## config.mk

```make
export PLATFORM = sky130hd
export DESIGN_NAME = rf_write_arbiter
export DESIGN_NICKNAME = d
export VERILOG_FILES = /design/src/rtl/rf_arb_pkg.sv /design/src/rtl/rf_arb_buf.sv /design/src/rtl/rf_write_arbiter.sv
export SDC_FILE = /design/constraint.sdc
export NUM_CORES = 1
export LEC_CHECK = 0
export ABC_AREA = 1
export CAP_MARGIN = 25
export CORE_MARGIN = 2
export CORE_UTILIZATION = 45
export DETAILED_ROUTE_END_ITERATION = 8
export GPL_TIMING_DRIVEN = 0
export PLACE_DENSITY_LB_ADDON = 0.2
export SLEW_MARGIN = 20
export SYNTH_ARGS = -nofsm -noshare
export SYNTH_HDL_FRONTEND = slang
export SYNTH_SLANG_ARGS = --single-unit
export TNS_END_PERCENT = 20
```

## constraint.sdc

```tcl
create_clock -name clk -period 2.6 [get_ports clk]
set_clock_uncertainty 0.05 [all_clocks]
set_input_delay 0.26 -clock clk [delete_from_list [all_inputs] [get_ports clk]]
set_output_delay 0.26 -clock clk [all_outputs]
set_load 0.01 [all_outputs]
```

## src/rtl/rf_arb_pkg.sv

```systemverilog
// Shared types and widths for the register-file write-port arbiter.
package rf_arb_pkg;
  localparam int REG_ADDR_W = 5;
  localparam int DATA_W     = 32;
  localparam logic [REG_ADDR_W-1:0] REG_ZERO = '0;

  typedef struct packed {
    logic                  valid;
    logic [REG_ADDR_W-1:0] addr;
    logic [DATA_W-1:0]     data;
  } rf_entry_t;
endpackage

```

## src/rtl/rf_arb_buf.sv

```systemverilog
// Circular buffer of auxiliary results with per-entry valid and kill-by-address.
// Push/pop take effect at the clock edge; the caller guarantees no push when full.
module rf_arb_buf
  import rf_arb_pkg::*;
#(
  parameter int DEPTH = 2,
  localparam int CNT_W = $clog2(DEPTH + 1)
) (
  input  logic                              clk,
  input  logic                              reset,
  input  logic                              push,
  input  logic [REG_ADDR_W-1:0]             push_addr,
  input  logic [DATA_W-1:0]                 push_data,
  input  logic                              pop,
  input  logic                              kill,
  input  logic [REG_ADDR_W-1:0]             kill_addr,
  output rf_entry_t                         head,
  output logic [CNT_W-1:0]                  count,
  output logic [DEPTH-1:0]                  valid_vec,
  output logic [DEPTH-1:0][REG_ADDR_W-1:0]  addr_vec
);
  localparam int PTR_W = $clog2(DEPTH);

  rf_entry_t        mem [DEPTH];
  logic [PTR_W-1:0] head_ptr;
  logic [PTR_W-1:0] tail_ptr;

  function automatic logic [PTR_W-1:0] wrap_inc(input logic [PTR_W-1:0] p);
    return (p == PTR_W'(DEPTH - 1)) ? '0 : p + 1'b1;
  endfunction

  always_ff @(posedge clk) begin
    if (reset) begin
      head_ptr <= '0;
      tail_ptr <= '0;
      count    <= '0;
      for (int i = 0; i < DEPTH; i++) mem[i] <= '0;
    end else begin
      for (int i = 0; i < DEPTH; i++) begin
        if (kill && mem[i].valid && (mem[i].addr == kill_addr)) mem[i].valid <= 1'b0;
      end
      if (pop) begin
        mem[head_ptr].valid <= 1'b0;
        head_ptr            <= wrap_inc(head_ptr);
      end
      // Push is last so a same-edge enqueue is never hit by the kill above.
      if (push) begin
        mem[tail_ptr] <= '{valid: 1'b1, addr: push_addr, data: push_data};
        tail_ptr      <= wrap_inc(tail_ptr);
      end
      count <= count + CNT_W'(push) - CNT_W'(pop);
    end
  end

  assign head = mem[head_ptr];

  always_comb begin
    valid_vec = '0;
    addr_vec  = '0;
    for (int i = 0; i < DEPTH; i++) begin
      valid_vec[i] = mem[i].valid;
      addr_vec[i]  = mem[i].addr;
    end
  end
endmodule

```

## src/rtl/rf_write_arbiter.sv

```systemverilog
// Register-file write-port arbiter: write-back wins combinationally (0 cycles), buffered aux results fill idle slots.
// Aux side is valid/ready with registered ready; optional starvation stall under RF_ARB_STARVE_EN.
module rf_write_arbiter
  import rf_arb_pkg::*;
#(
  parameter int DEPTH = 2
`ifdef RF_ARB_STARVE_EN
  , parameter int STARVE_MAX = 4
`endif
) (
  input  logic                  clk,
  input  logic                  reset,
  input  logic                  wb_we,
  input  logic [REG_ADDR_W-1:0] wb_waddr,
  input  logic [DATA_W-1:0]     wb_wdata,
  input  logic                  aux_valid,
  output logic                  aux_ready,
  input  logic [REG_ADDR_W-1:0] aux_waddr,
  input  logic [DATA_W-1:0]     aux_wdata,
  output logic                  rf_we,
  output logic [REG_ADDR_W-1:0] rf_waddr,
  output logic [DATA_W-1:0]     rf_wdata,
  output logic [31:0]           reg_busy,
  output logic                  stall_req
);
  localparam int CNT_W = $clog2(DEPTH + 1);

  rf_entry_t                        head;
  logic [CNT_W-1:0]                 count;
  logic [DEPTH-1:0]                 valid_vec;
  logic [DEPTH-1:0][REG_ADDR_W-1:0] addr_vec;
  logic                             wb_active;
  logic                             head_present;
  logic                             push;
  logic                             pop;

  assign wb_active    = wb_we && (wb_waddr != REG_ZERO);
  assign head_present = (count != '0);
  assign aux_ready    = (count < CNT_W'(DEPTH));
  assign push         = aux_valid && aux_ready && (aux_waddr != REG_ZERO);
  // A killed head leaves without using the write port, so it drains even under write-back.
  assign pop          = head_present && (!head.valid || !wb_active);

  rf_arb_buf #(.DEPTH(DEPTH)) u_buf (
    .clk       (clk),
    .reset     (reset),
    .push      (push),
    .push_addr (aux_waddr),
    .push_data (aux_wdata),
    .pop       (pop),
    .kill      (wb_active),
    .kill_addr (wb_waddr),
    .head      (head),
    .count     (count),
    .valid_vec (valid_vec),
    .addr_vec  (addr_vec)
  );

  always_comb begin
    rf_we    = 1'b0;
    rf_waddr = REG_ZERO;
    rf_wdata = '0;
    if (!reset) begin
      if (wb_active) begin
        rf_we    = 1'b1;
        rf_waddr = wb_waddr;
        rf_wdata = wb_wdata;
      end else if (head_present && head.valid) begin
        rf_we    = 1'b1;
        rf_waddr = head.addr;
        rf_wdata = head.data;
      end
    end
  end

  always_comb begin
    reg_busy = '0;
    for (int i = 0; i < DEPTH; i++) begin
      if (valid_vec[i]) reg_busy[addr_vec[i]] = 1'b1;
    end
  end

`ifdef RF_ARB_STARVE_EN
  localparam int SW = $clog2(STARVE_MAX + 1);

  logic [SW-1:0] starve_cnt;
  logic [SW-1:0] starve_nxt;
  logic          stall_q;

  always_comb begin
    starve_nxt = starve_cnt;
    if (pop || !head_present) starve_nxt = '0;
    else if (head.valid && wb_active && (starve_cnt != SW'(STARVE_MAX))) starve_nxt = starve_cnt + 1'b1;
  end

  always_ff @(posedge clk) begin
    if (reset) begin
      starve_cnt <= '0;
      stall_q    <= 1'b0;
    end else begin
      starve_cnt <= starve_nxt;
      stall_q    <= (starve_nxt == SW'(STARVE_MAX));
    end
  end

  assign stall_req = stall_q;
`else
  assign stall_req = 1'b0;
`endif
endmodule

```

==> results_dict.tcl <==
set metrics [dict create \
    p_per_area_nw_per_um2 461.0 \
    cp-end-kind "output pin" \
    required_ps 2290 \
    setup_viol 24 \
    seq_area_frac_synth_pct 49.04 \
    clk_pin_slew_ps 80 \
    avgSynthCellArea_um2 8.855 \
    diodes 0 \
    violations "setup timing" \
    finalWirelength_um 12550 \
    antenna_found_initial 0 \
    synthXorXnorAreaFrac_pct 1.455 \
    stdcell_count 846 \
    final_cell_area_um2 6730 \
    switching_share_pct 28.41 \
    reg2regPathDepth 8 \
    clock_path_buffers 2 \
    crit_arrival_ps 2450 \
    cts-root-buf "clkbuf_8" \
    drv_slew 0 \
    leakage_nw 2.842 \
    p_switching_mw 0.8816 \
    cap_violations 0 \
    hold_buffers 0 \
    gr-total-overflow 0 \
    synthToLayoutAreaGrowth_pct 39.71 \
    worstMarginPinSlew_ps 953.7 \
    seq_power_share_pct 50.1 \
    portBuffers 148 \
    dieArea_um2 11550 \
    r2r_slack_ps 460 \
    p_comb_share_pct 23.3 \
    rows 37 \
    die_h_um 107.5 \
    rsz0062_at_grt "yes" \
    internal_power_mw 2.221 \
    place_area_um2 6529 \
    htreeDepth 3 \
    syn_area_um2 4817 \
    place.gp.congestion 0.8519 \
    grt_use_total_pct 21.87 \
    path_max_fanout 8 \
    critPathLaunchType "register" \
    finalNetCount 784 \
    holdWs_ps 467.3 \
    synth_fa_ha_area_share_pct 0.2597 \
    numCtsBuffers 9 \
    first_iter_violations 205 \
    synthMuxAreaShare_pct 7.481 \
    drive_gt1_share_pct 16.48 \
    fp.dieW_um 107.5 \
    dr.pass1.iters 5 \
    routedWlPerCell_um 14.83 \
    first_global_vias 4168 \
    yosysWarnings 0 \
    pwr-share-clk_pct 26.5 \
    worstSetupPathType "register to output pin" \
    synthSimpleGateAreaFrac_pct 27.77 \
    dr_total_vias 4210 \
    vdd_drop_max_mv 0.2560 \
    ant_nets 0 \
    hold_path.startpoint "u_buf.tail_ptr$_SDFFE_PP0P_" \
    synth_cells 544 \
    dp.cells 830 \
    fin_crit_ps 2759 \
    synth_fp_nets 623 \
    reg2reg_to "u_buf.mem[1][1]$_SDFFCE_PN0P_" \
    cts_setup_buffers 0 \
    synth_top_family_by_area "simple AND/OR/NAND/NOR gates" \
    worstHoldEndpoint "u_buf.tail_ptr$_SDFFE_PP0P_" \
    setup_ws_ps -158.8 \
    synth_compound_area_share_pct 5.091 \
    slew-limit-headroom_pct 35.93 \
    ys_types 30 \
    cts_sinks 81 \
    ios 150 \
    final.period_utilization_pct 106.1 \
    post-route-drc-count 0 \
    grt_max_degree 21 \
    cts_tree "yes" \
    worstHoldPathType "register to register" \
    status "finished with violations" \
    grt_first_pass_wirelength_um 19680 \
    hold_viol 0 \
    synth_seq_cells 81 \
    via_per_inst 4.976 \
    hold_depth 2 \
    core_um2 10370 \
    clk_latency_ps 350 \
    place_hpwl_um 9245 \
    r2r-start "u_buf.count[1]$_SDFF_PP0_" \
    initial_core_util_pct 46.45 \
    fmax_ghz 0.3625 \
]
-- logic make-up (layout without fill, tap and decap cells) --
| kind of cell | count (synthesis) | after routing |
|---|---|---|
| XOR/XNOR | 8 | 8 |
| AND/OR/NAND/NOR | 289 | 289 |
| multiplexers | 32 | 32 |
| AO/OA/AOI/OAI | 46 | 46 |
| other | 1 | 1 |
| flip-flops | 81 | 81 |
| adder cells (fa/ha/maj) | 1 | 1 |
| buffers and inverters | 86 | 252 |
-- critical path, cell delays in order (launching register included) --
cell,delay (ps)
edfxtp_1,470
nor3_1,810
nand2_1,130
o21ai_0,130
clkdlybuf4s50_1,560
-- synth_stat cells --
cell type  instances  share of area, %
a21oi_1            3              0.31
a21oi_4            1              0.34
buf_2             11               1.1
buf_4              5              0.78
buf_6              9               2.1
clkbuf_1           2              0.16
conb_1             1             0.078
dfxtp_1            7               2.9
edfxtp_1          74                46
ha_1               1              0.26
inv_1             57               4.4
inv_2              1             0.078
inv_4              1              0.13
mux2_2            32               7.5
nand2_1           61               4.8
nand2_2            1              0.13
nand2_4            1              0.23
nand3_1           21               2.2
nand3_2            2              0.42
nand3b_1           1              0.16
nor2_1           152                12
nor2_2             1              0.13
nor3_1            21               2.2
nor3_2            27               5.6
o21ai_0           39               4.1
o21ai_1            2              0.21
o21ai_2            1              0.18
or2_2              1              0.13
xnor2_1            5              0.91
xor2_1             3              0.55
-- power groups by stage --
| stage | registers, mW | logic [mW] | clock network (mW) |
|---|---|---|---|
| after global placement | 1.58 | 0.701 | 0 |
| after detailed placement | 1.59 | 0.730 | 0 |
| after CTS | 1.56 | 0.730 | 0.834 |
| final | 1.56 | 0.724 | 0.823 |
| after global routing | 1.57 | 0.791 | 0.875 |
| after floorplan | 1.57 | 0.407 | 0 |
-- worst max path at each step --
| stage | from | to | slack, ps | cells after the start |
|---|---|---|---|---|
| floorplan | u_buf.count[1]$_SDFF_PP0_ | u_buf.mem[1][0]$_SDFFCE_PN0P_ | 340 | 7 |
| global placement | aux_waddr[3] | u_buf.mem[1][17]$_SDFFCE_PN0P_ | -790 | 9 |
| detailed placement | wb_waddr[0] | rf_wdata[16] | -100 | 9 |
| CTS | u_buf.mem[0][33]$_SDFFCE_PN0P_ | reg_busy[11] | -150 | 5 |
| global route | u_buf.mem[0][33]$_SDFFCE_PN0P_ | reg_busy[23] | -300 | 5 |
| finish | u_buf.mem[0][33]$_SDFFCE_PN0P_ | reg_busy[4] | -160 | 4 |
-- metrics by stage --
stage	total power, mW	worst slack [ps]	TNS, ps	util [%]
floorplan	1.982	341.6	0	-
global placement	2.283	-787.6	-55230	62.38
detailed placement	2.315	-98.84	-2506	62.96
CTS	3.119	-148.9	-2947	64.60
global route	3.232	-297.4	-5575	64.90
finish	3.103	-158.8	-2792	64.90
-- flip-flops by register name (all words and copies together), names as in the netlist, named ones only --
signal and count:
u_buf.mem 76, u_buf.count 2, u_buf.tail_ptr 1, u_buf.head_ptr 1
-- layout make-up --
type	instances	area, um2
multi-input combinational	377	2049
fill	898	3640
sequential	81	2364
clock inverter	6	42.54
timing repair buffer	150	1544
tap	136	170.2
inverter	59	224.0
clock buffer	10	127.6
buffer	27	209.0
-- cell usage in the layout (no fill, tap or decap), types with 10 or more instances in the layout --
cell,instances
buf_2,11
buf_6,11
clkdlybuf4s50_1,130
dlygate4sd2_1,10
edfxtp_1,74
inv_1,57
mux2_2,32
nand2_1,59
nand3_1,21
nor2_1,152
nor3_1,18
nor3_2,30
o21ai_0,39
-- timing repair --
item,CTS,global route
setup endpoints to repair,65,55
gates resized for setup,13,11
gates cloned,0,0
-- routing by layer --
metal / GRT usage, % / up-vias / share of wire (%)
met3: 4.358 / 11 / 6.3
met4: 5.861 / 0 / 0.83
met1: 27.45 / 1944 / 42
li1: - / 2103 / -
met5: 0 / - / 0
met2: 38.47 / 152 / 51
(Power assumes the default switching activity.)
